[src/rtl/result_wb_buffer.sv]
`default_nettype none
// ============================================================================
// Module   : result_wb_buffer
// Brief    : FIFO write-back buffer from the SIMD result port to the result RAM,
//            with valid/ready drain and a stop-to-done tracker.
//            Optional in-place tail coalescing: RESULT_WB_COALESCE_EN
// Revision : 1.0 - initial release
// ============================================================================
module result_wb_buffer #(
   parameter int DATA_WIDTH      = 32,
   parameter int PE_ELEMENTS     = 4,
   parameter int DRAM_ADDR_WIDTH = 8,
   parameter int FIFO_DEPTH      = 4,
   parameter int CNT_WIDTH       = $clog2(FIFO_DEPTH + 1)
) (
   input  logic                                   clk,
   input  logic                                   rstn,
   input  logic                                   in_wr_en,
   input  logic [DRAM_ADDR_WIDTH-1:0]             in_addr,
   input  logic [PE_ELEMENTS-1:0][DATA_WIDTH-1:0] in_data,
   input  logic                                   proc_stop,
   output logic                                   mem_wr_en,
   output logic [DRAM_ADDR_WIDTH-1:0]             mem_addr,
   output logic [PE_ELEMENTS-1:0][DATA_WIDTH-1:0] mem_data,
   input  logic                                   mem_ready,
   output logic [CNT_WIDTH-1:0]                   count,
   output logic                                   overflow,
   output logic                                   done
);

   localparam int                   PTR_WIDTH = $clog2(FIFO_DEPTH);
   localparam logic [CNT_WIDTH-1:0] FULL_CNT  = CNT_WIDTH'(FIFO_DEPTH);
   localparam logic [CNT_WIDTH-1:0] ONE_CNT   = CNT_WIDTH'(1);

   typedef enum logic [1:0] {
      ST_RUN   = 2'd0,
      ST_DRAIN = 2'd1,
      ST_DONE  = 2'd2
   } state_t;

   state_t                                   state_q, state_d;
   logic [PTR_WIDTH-1:0]                     rd_ptr_q, rd_ptr_d;
   logic [PTR_WIDTH-1:0]                     wr_ptr_q, wr_ptr_d;
   logic [CNT_WIDTH-1:0]                     count_q, count_d;
   logic                                     overflow_q, overflow_d;
   logic [DRAM_ADDR_WIDTH-1:0]               addr_q [FIFO_DEPTH];
   logic [PE_ELEMENTS-1:0][DATA_WIDTH-1:0]   data_q [FIFO_DEPTH];

   logic                  empty, full, accept, pop, push, drop, coal_hit, drain_ok;
   logic [FIFO_DEPTH-1:0] coal_sel, wen;

   assign empty  = (count_q == '0);
   assign full   = (count_q == FULL_CNT);
   assign accept = in_wr_en && (state_q != ST_DONE);
   assign pop    = !empty && mem_ready;

`ifdef RESULT_WB_COALESCE_EN
   logic [PTR_WIDTH-1:0] tail_ptr;
   assign tail_ptr = wr_ptr_q - 1'b1;
   // A lone entry leaving this cycle cannot absorb the write; it must re-allocate.
   assign coal_hit = accept && !empty && (addr_q[tail_ptr] == in_addr)
                     && !((count_q == ONE_CNT) && pop);
   always_comb begin
      coal_sel = '0;
      for (int i = 0; i < FIFO_DEPTH; i++) begin
         coal_sel[i] = coal_hit && (tail_ptr == PTR_WIDTH'(i));
      end
   end
`else
   assign coal_hit = 1'b0;
   assign coal_sel = '0;
`endif

   assign push = accept && !coal_hit && (!full || pop);
   assign drop = accept && !coal_hit && full && !pop;

   always_comb begin
      wen = '0;
      for (int i = 0; i < FIFO_DEPTH; i++) begin
         wen[i] = (push && (wr_ptr_q == PTR_WIDTH'(i))) || coal_sel[i];
      end
   end

   always_comb begin
      rd_ptr_d   = rd_ptr_q;
      wr_ptr_d   = wr_ptr_q;
      count_d    = count_q;
      overflow_d = overflow_q || drop;
      if (pop) begin
         rd_ptr_d = rd_ptr_q + 1'b1;
      end
      if (push) begin
         wr_ptr_d = wr_ptr_q + 1'b1;
      end
      if (push && !pop) begin
         count_d = count_q + 1'b1;
      end else if (!push && pop) begin
         count_d = count_q - 1'b1;
      end
   end

   // Empty after this edge with nothing arriving: all results committed.
   assign drain_ok = !in_wr_en && (empty || ((count_q == ONE_CNT) && pop));

   always_comb begin
      state_d = state_q;
      case (state_q)
         ST_RUN: begin
            if (proc_stop) begin
               state_d = drain_ok ? ST_DONE : ST_DRAIN;
            end
         end
         ST_DRAIN: begin
            if (drain_ok) begin
               state_d = ST_DONE;
            end
         end
         ST_DONE:  state_d = ST_DONE;
         default:  state_d = ST_RUN;
      endcase
   end

   always_ff @(posedge clk or negedge rstn) begin
      if (!rstn) begin
         state_q    <= ST_RUN;
         rd_ptr_q   <= '0;
         wr_ptr_q   <= '0;
         count_q    <= '0;
         overflow_q <= 1'b0;
      end else begin
         state_q    <= state_d;
         rd_ptr_q   <= rd_ptr_d;
         wr_ptr_q   <= wr_ptr_d;
         count_q    <= count_d;
         overflow_q <= overflow_d;
      end
   end

   // Storage is cleared on reset so the head view reads zero afterwards.
   always_ff @(posedge clk or negedge rstn) begin
      if (!rstn) begin
         for (int i = 0; i < FIFO_DEPTH; i++) begin
            addr_q[i] <= '0;
            data_q[i] <= '0;
         end
      end else begin
         for (int i = 0; i < FIFO_DEPTH; i++) begin
            if (wen[i]) begin
               addr_q[i] <= in_addr;
               data_q[i] <= in_data;
            end
         end
      end
   end

   assign mem_wr_en = !empty;
   assign mem_addr  = addr_q[rd_ptr_q];
   assign mem_data  = data_q[rd_ptr_q];
   assign count     = count_q;
   assign overflow  = overflow_q;
   assign done      = (state_q == ST_DONE);

endmodule
`default_nettype wire

[config.mk]
export PLATFORM = sky130hd
export DESIGN_NAME = result_wb_buffer
export DESIGN_NICKNAME = d
export VERILOG_FILES = /design/src/rtl/result_wb_buffer.sv
export SDC_FILE = /design/constraint.sdc
export NUM_CORES = 1
export LEC_CHECK = 0
export CORE_UTILIZATION = 27
export DETAILED_ROUTE_END_ITERATION = 8
export GPL_TIMING_DRIVEN = 1
export SYNTH_ARGS = -nofsm -noshare
export SYNTH_HDL_FRONTEND = slang
export SYNTH_SLANG_ARGS = --single-unit
export TNS_END_PERCENT = 20
[constraint.sdc]
create_clock -name clk -period 3.8 [get_ports clk]
set_clock_uncertainty 0.05 [all_clocks]
set_input_delay 0.76 -clock clk [delete_from_list [all_inputs] [get_ports clk]]
set_output_delay 0.76 -clock clk [all_outputs]
set_load 0.01 [all_outputs]
=== After elaboration in Yosys (flattened, before gate mapping) ===
Index checks and enable logic that the tools add are counted.

* Register bits after elaboration: 554
* Output and inout port bits: 142

* Add/subtract/negate cells: 4
* Magnitude comparators: 1
* Eq/ne operators: 10
* Muxes and demuxes: 12
* Bitwise operators: 1
* Reductions and logical operators: 26

{| class="wikitable"
|+ Operators with widths
! operator !! count
|-
| binary-select mux 128 bit (select 2 bit) || 1
|-
| 2-to-1 mux 128 bit || 2
|-
| binary-select mux 8 bit (select 2 bit) || 1
|-
| 2-to-1 mux 8 bit || 2
|-
| logical AND 1 bit || 13
|-
| equality test 2 bit (second input constant) || 3
|-
| 2-to-1 mux 2 bit || 3
|-
| 2-to-1 mux 3 bit || 2
|-
| inequality test 2 bit (second input constant) || 3
|-
| case mux 2 bit (3 select lines) || 1
|-
| logical NOT 1 bit || 5
|-
| adder 2 x 1 -> 2 bit (second input constant) || 2
|-
| equality test 2 x 1 -> 1 bit (second input constant) || 2
|-
| logical NOT 2 bit || 2
|-
| adder 3 x 1 -> 3 bit (second input constant) || 1
|-
| equality test 3 x 1 -> 1 bit (second input constant) || 1
|-
| equality test 3 bit (second input constant) || 1
|-
| greater-or-equal comparator 3 bit (second input constant) || 1
|-
| logical NOT 3 bit || 1
|-
| logical OR 1 bit || 3
|-
| inverter 2 -> 3 bit || 1
|-
| subtractor 3 x 1 -> 3 bit (second input constant) || 1
|-
| AND reduction 2 bit || 1
|-
| nonzero test 2 bit || 1
|}

=== Depth between registers and ports, before layout ===
Gate-level depths: netlist (run 1).

* Word-level depth: 9
* Mapped depth: 9
* Mapped depth without buffers: 9

=== Worst setup path after synthesis (run 1) ===
No wires, ideal clock.

* Kind: register -> output
* From: register rd_ptr_q[0]
* To: output mem_data[83] in the netlist's numbering
* Arrival time: 1.392 ns
* Path slack: 1.598 ns
* Cell stages (with the launch flop): 5
* Path buffers: 3
* Path through: dfrtp_1 -> clkbuf_1 -> buf_4 -> buf_4 -> mux4_2

{| class="wikitable"
|+ RTL lines
! item !! line !! source
|-
| start: declaration || 42 || <nowiki>logic [PTR_WIDTH-1:0] rd_ptr_q, rd_ptr_d;</nowiki>
|-
| start signal: assignment || 132 || <nowiki>rd_ptr_q <= rd_ptr_d;</nowiki>
|-
| end: declaration || 24 || <nowiki>output logic [PE_ELEMENTS-1:0][DATA_WIDTH-1:0] mem_data,</nowiki>
|}

==> metrics, run 1 <==
clock-pin transition on the worst setup and hold timing paths=0.06 ns; die area=92700 um2; Seq/Total Area, Yosys=56.1%; status=finished, final reports clean; Worst-Skew Late Latency=0.61 ns; max frequency=282 MHz; IO Count=283; Die Ht=305 um; commonest cells after routing, fill and taps aside=552 x dfrtp_1, 385 x mux2_2, 281 x clkdlybuf4s50_1; CTS Buffer Depth=3; Leak=13.5 nW; H-Tree Depth=3; RD Place Congestion=0.749; Post-Syn Instances=1383; first-pass GRT wire length=95900 um; Yosys reg bits=554; Avg Synthesized Cell Area=17.9 um2; antenna viol nets, final=0; PwrDens=969 nW/um2; CP Max Fanout=17; DRT Wirelength=61000 um; vias in the first global route=15600; IO Port Bufs=282; largest net degree at the start of global routing=75; Root Driver=clkbuf_16; cell row count=110; Crit path arrival time=2.74 ns; Detailed Routing Iterations Pass 1=4; TNS Setup=0 ns; WL per Instance=20.9 um; Total GRT Usage=13.5%; EDFF count, synth=0; ys flop type=dfrtp_1; Cell Area, Synth=24700 um2; number of vias per cell=4.59; CP delay by family, top=buffers and inverters; Hold/Removal Path Class=primary input to asynchronous set/reset pin; Max IR drop VDD=0.000548 V; syn nets=1537; initial drt markers=575; Post-CTS Setup Bufs=0; Area Overhead vs Synth=26.2%; Buf/Inv on CP=2; Clk network pwr share=20.3%; post-DP HPWL=39100 um; Synth async-reset ratio=100%; final cycle utilization of the critical path=93.4%; P_sw=9.17 mW; Worst setup EP type=primary output; final instance area=31200 um2; Die Wd=305 um; Netlist cell types=31; Int Pwr=21.0 mW; Worst path slowest cell=dfrtp_4; initial antenna violation count=6; layout cell share with drive strength beyond 1=48.6%; worst slew pin tran=0.744 ns; TritonCTS clock tree=built; clock period minus final worst setup slack=3.55 ns; Slew Limit Fails=0; RSZ-0062 raised after global routing=false; Rel. slew slack=50.4%; Placed Area=29100 um2; fill cell count=8515; total CTS buffers=66; Yosys top cell by area=dfrtp_1; Worst Path Required=2.99 ns; CP Class=flop to primary output; hold buffer count at cts=0; hold slack=0.104 ns; # nets final=1847; Resize count post-CTS=0; top cell type's share of synthesized area=56.1%; Core ar.=90300 um2; Overflow after GRT=0; crit path cell chain=buf_4 -> mux4_2 -> clkdlybuf4s50_1; Synthesis Warnings=0; critical path launch point type=flop; Flop pwr share=35.0%; max cap viols=0; CTS Sinks=554; largest stage delay on the critical path=0.70 ns; main area contributors after synthesis=dfrtp_1 56%, mux2_2 18%, mux4_2 12%; commonest non-fill, non-tap cell in the layout=dfrtp_1; switch share=30.3%; final hold vios=0; initial cell density of the core=27.4%; # DRC=0; Comb pwr share=44.7%; DR vias=13400; final setup vio count=0
[flip-flops by register name, indices dropped and copies added (netlist names)]
register  count
overflow      1
data_q      512
addr_q       32
count         3
state_q       2
wr_ptr_q      2
rd_ptr_q      2
[logic make-up (layout without fill, tap and decap cells)]
| family | Yosys count | in the layout | share of synthesized area, % |
|---|---|---|---|
| AO/OA/AOI/OAI | 7 | 7 | 0.198 |
| buffers and inverters | 99 | 455 | 2.57 |
| AND/OR/NAND/NOR | 22 | 22 | 0.542 |
| flip-flops | 554 | 554 | 56.1 |
| adder cells (fa/ha/maj) | 13 | 13 | 0.658 |
| XOR/XNOR | 6 | 6 | 0.213 |
| other | 0 | 2 | 0 |
| multiplexers | 682 | 682 | 39.7 |
[power groups by stage]
stage          clock network, mW  logic (mW)  registers, mW
2_1_floorplan                  0        8.67           9.94
3_3_place_gp                   0        13.5           10.4
3_5_place_dp                   0        13.7           10.6
4_1_cts                     6.39        13.8           10.6
5_1_grt                     6.61        14.4           11.0
6_report                    6.13        13.5           10.6
[path summary, 6_finish.rpt]
path                            cells after the start               startpoint  slack [ns]                 endpoint
max in group asynchronous                           2                     rstn        2.51   addr_q[31]$_DFFE_PN0P_
worst min register to register                      1       overflow$_DFF_PN0_        0.43       overflow$_DFF_PN0_
min in group clk                                    1       overflow$_DFF_PN0_        0.43       overflow$_DFF_PN0_
worst max-delay path                                3  rd_ptr_q[0]$_DFFE_PN0P_        0.25            mem_data[123]
worst max register to register                      6   state_q[0]$_DFFE_PN0P_        1.31    data_q[4]$_DFFE_PN0P_
worst min-delay path                                1                     rstn        0.10  data_q[142]$_DFFE_PN0P_
[per-layer routing]
metal	part of all wire, %	GRT usage (%)	vias up
li1	-	-	5803
met1	43	17.1	7220
met2	48	21.9	257
met3	5.5	3.95	95
met4	2.6	4.46	10
met5	0.11	0	-
[worst register-to-register path: stages, from the launching register on]
cell     delay [ns]
dfrtp_1        0.41
inv_1          0.08
ha_1           0.22
and2b_2        0.40
nand3_4        0.43
buf_12         0.39
mux2_4         0.37
[area by class of cell]
cell class | count | area (um2) | area share, %
Antenna cell | 2 | 5.00 | 0.0160
Clock buffer | 88 | 1830 | 5.88
Clock inverter | 26 | 258 | 0.826
Inverter | 8 | 30.0 | 0.0963
Multi-Input combinational cell | 730 | 10300 | 32.9
Sequential cell | 554 | 13900 | 44.5
Tap cell | 1176 | 1470 | 4.72
Timing Repair Buffer | 333 | 3460 | 11.1
[metrics by stage]
step / power, mW / setup slack (ns) / instances / utilization (%)
final: 30.2 / 0.250 / 2917 / 34.5
after floorplan: 18.6 / 1.60 / 1383 / -
after detailed placement: 24.4 / 0.797 / 2801 / 32.2
after global routing: 31.9 / 0.105 / 2915 / 34.5
after global placement: 23.9 / 0.841 / 2801 / 32.2
after CTS: 30.7 / 0.148 / 2915 / 34.5
[Yosys cell counts, types with 2 or more instances]
library cell and number:
ha_1 13, nand2_1 6, nand3_1 5, buf_6 20, nor2b_1 2, buf_4 17
dfrtp_1 554, buf_1 4, inv_1 8, mux2_4 160, xor2_1 2, xnor2_1 4
nand2b_1 2, or2_2 2, mux2_2 385, clkbuf_1 10, buf_2 40, mux4_2 136
Note: power is estimated with default switching activity, not from simulation.
==> inputs of run 2 (changes only) <==
--- a/config.mk
+++ b/config.mk
@@ -6,8 +6,10 @@
 export NUM_CORES = 1
 export LEC_CHECK = 0
 export CORE_UTILIZATION = 27
+export CTS_BUF_LIST = sky130_fd_sc_hd__clkbuf_8
 export DETAILED_ROUTE_END_ITERATION = 8
-export GPL_TIMING_DRIVEN = 1
+export GPL_TIMING_DRIVEN = 0
+export PLACE_DENSITY = 0.55
 export SYNTH_ARGS = -nofsm -noshare
 export SYNTH_HDL_FRONTEND = slang
 export SYNTH_SLANG_ARGS = --single-unit
==> metrics, run 2 (synthesized netlist as in run 1, its figures left out) <==
switch share=31.3% (was 30.3%); Area Overhead vs Synth=27.4% (was 26.2%); final cycle utilization of the critical path=95.4% (was 93.4%); post-DP HPWL=44500 um (was 39100 um); max cap viols=0 (unchanged); Worst-Skew Late Latency=0.75 ns (was 0.61 ns); Slew Limit Fails=0 (unchanged); largest stage delay on the critical path=0.57 ns (was 0.70 ns); status=finished, final reports clean (unchanged); placed cell count=2845 (was 2801); antenna viol nets, final=0 (unchanged); total CTS buffers=105 (was 66); Comb pwr share=45.6% (was 44.7%); Worst Path Required=2.99 ns (about the same); Crit path arrival time=2.82 ns (was 2.74 ns); Flop pwr share=34.2% (was 35.0%); Worst path slowest cell=clkdlybuf4s50_1 (was dfrtp_4); Total GRT Usage=14.8% (was 13.5%); Core ar.=90300 um2 (unchanged); Leak=13.8 nW (was 13.5 nW); PwrDens=970 nW/um2 (was 969 nW/um2); clock period minus final worst setup slack=3.63 ns (was 3.55 ns); Hold/Removal Path Class=flop to flop (was primary input to asynchronous set/reset pin); Rel. slew slack=45.9% (was 50.4%); Die Wd=305 um (unchanged); commonest non-fill, non-tap cell in the layout=dfrtp_1 (unchanged); # nets final=1930 (was 1847); number of vias per cell=4.55 (was 4.59); Die Ht=305 um (unchanged); Root Driver=clkbuf_8 (was clkbuf_16); P_sw=9.55 mW (was 9.17 mW); Post-CTS Setup Bufs=0 (unchanged); final hold vios=0 (unchanged); CP Class=flop to primary output (unchanged); Overflow after GRT=0 (unchanged); RD Place Congestion=0.753 (was 0.749); # DRC=0 (unchanged); first-pass GRT wire length=103000 um (was 95900 um); initial cell density of the core=27.4% (unchanged); die area=92700 um2 (unchanged); clock-pin transition on the worst setup and hold timing paths=0.06 ns (about the same); initial drt markers=592 (was 575); largest net degree at the start of global routing=127 (was 75); DRT Wirelength=66900 um (was 61000 um); commonest cells after routing, fill and taps aside=553 x dfrtp_1, 385 x mux2_2, 279 x clkdlybuf4s50_1 (was 552 x dfrtp_1, 385 x mux2_2, 281 x clkdlybuf4s50_1); initial antenna violation count=18 (was 6); Largest Register=data_q (unchanged); critical path launch point type=flop (unchanged); TritonCTS clock tree=built (unchanged); CP delay by family, top=buffers and inverters (unchanged); IO Count=283 (unchanged); final setup vio count=0 (unchanged); CP Max Fanout=10 (was 17); vias in the first global route=16000 (was 15600); Int Pwr=21.0 mW (about the same); CTS Sinks=554 (unchanged); fill cell count=8658 (was 8515); crit path cell chain=buf_8 -> buf_6 -> mux4_2 -> clkdlybuf4s50_1 (was buf_4 -> mux4_2 -> clkdlybuf4s50_1); worst slew pin tran=0.811 ns (was 0.744 ns); DR vias=13800 (was 13400); Detailed Routing Iterations Pass 1=5 (was 4); WL per Instance=22.0 um (was 20.9 um); IO Port Bufs=282 (unchanged); Max IR drop VDD=0.000400 V (was 0.000548 V); final std cells w/o fill=3043 (was 2917); CTS Buffer Depth=3 (unchanged); layout cell share with drive strength beyond 1=50.6% (was 48.6%); cell row count=110 (unchanged); max reg flops=512 (unchanged); Worst setup EP type=primary output (unchanged); H-Tree Depth=3 (unchanged); Clk network pwr share=20.2% (was 20.3%); Buf/Inv on CP=3 (was 2); Design Power=30.5 mW (was 30.2 mW); max frequency=276 MHz (was 282 MHz); RSZ-0062 raised after global routing=false (unchanged)
[run 2: worst register-to-register path: cells and delay by family, from the launching register on]
kind	cells	cell delay [ns]
buffers and inverters	4	0.88
DFF	1	0.42
and+or+nand+nor	2	0.37
adders and majority gates	1	0.17
muxes	1	0.33
[run 2: metal layers]
metal,global-route usage (%),share of wire (%)
met1,18.9,43
met2,23.4,48
met3,4.67,6.6
met4,5.25,2.7
met5,0,0.16
[run 2: power groups by stage]
| stage | registers (mW) | clock network, mW | logic [mW] |
|---|---|---|---|
| 3_5_place_dp | 10.5 | 0 | 14.2 |
| 4_1_cts | 10.4 | 6.45 | 14.3 |
| 3_3_place_gp | 10.3 | 0 | 13.9 |
| 2_1_floorplan | 9.94 | 0 | 8.67 |
| 5_1_grt | 10.8 | 6.73 | 14.9 |
| 6_report | 10.4 | 6.17 | 13.9 |
[run 2: metrics by stage]
stage	setup TNS, ns	util [%]	instance area, um2	hold WS, ns	worst slack [ns]
3_5_place_dp	-4.21	32.2	29100	0.414	-0.304
3_3_place_gp	-	32.1	29000	0.415	-22.21
6_report	0	34.9	31500	0.426	0.174
4_1_cts	0	34.8	31500	0.429	0.00329
5_1_grt	0	34.8	31500	0.457	0.00709
2_1_floorplan	0	-	24700	0.414	1.60
[run 2: path summary, 6_finish.rpt]
path | start | endpoint | slack (ns) | cells past startpoint
max | rd_ptr_q[0]$_DFFE_PN0P_ | mem_data[96] | 0.17 | 4
min | overflow$_DFF_PN0_ | overflow$_DFF_PN0_ | 0.43 | 1
max reg2reg | state_q[0]$_DFFE_PN0P_ | data_q[57]$_DFFE_PN0P_ | 1.45 | 8
min reg2reg | overflow$_DFF_PN0_ | overflow$_DFF_PN0_ | 0.43 | 1
max in group asynchronous | rstn | data_q[460]$_DFFE_PN0P_ | 1.50 | 4
min in group asynchronous | rstn | data_q[275]$_DFFE_PN0P_ | 0.63 | 2
[run 2: final cells by class]
class / count / area (um2) / area share, %
Sequential cell: 554 / 13900 / 44.1
Buffer: 90 / 674 / 2.14
Timing Repair Buffer: 287 / 2950 / 9.36
Clock buffer: 136 / 1870 / 5.95
Antenna cell: 8 / 20.0 / 0.0636
Inverter: 8 / 30.0 / 0.0954
Multi-Input combinational cell: 730 / 10200 / 32.4
Clock inverter: 54 / 382 / 1.21
Tap cell: 1176 / 1470 / 4.68
[run 2: what timing repair did]
| action | 4_1_cts | 5_1_grt |
|---|---|---|
| setup endpoints to repair | 129 | 1 |
| hold endpoints to repair | 13 | 0 |
| gates cloned | 0 | 0 |
| gates resized for setup | 40 | 2 |
| hold buffers | 1 | 0 |
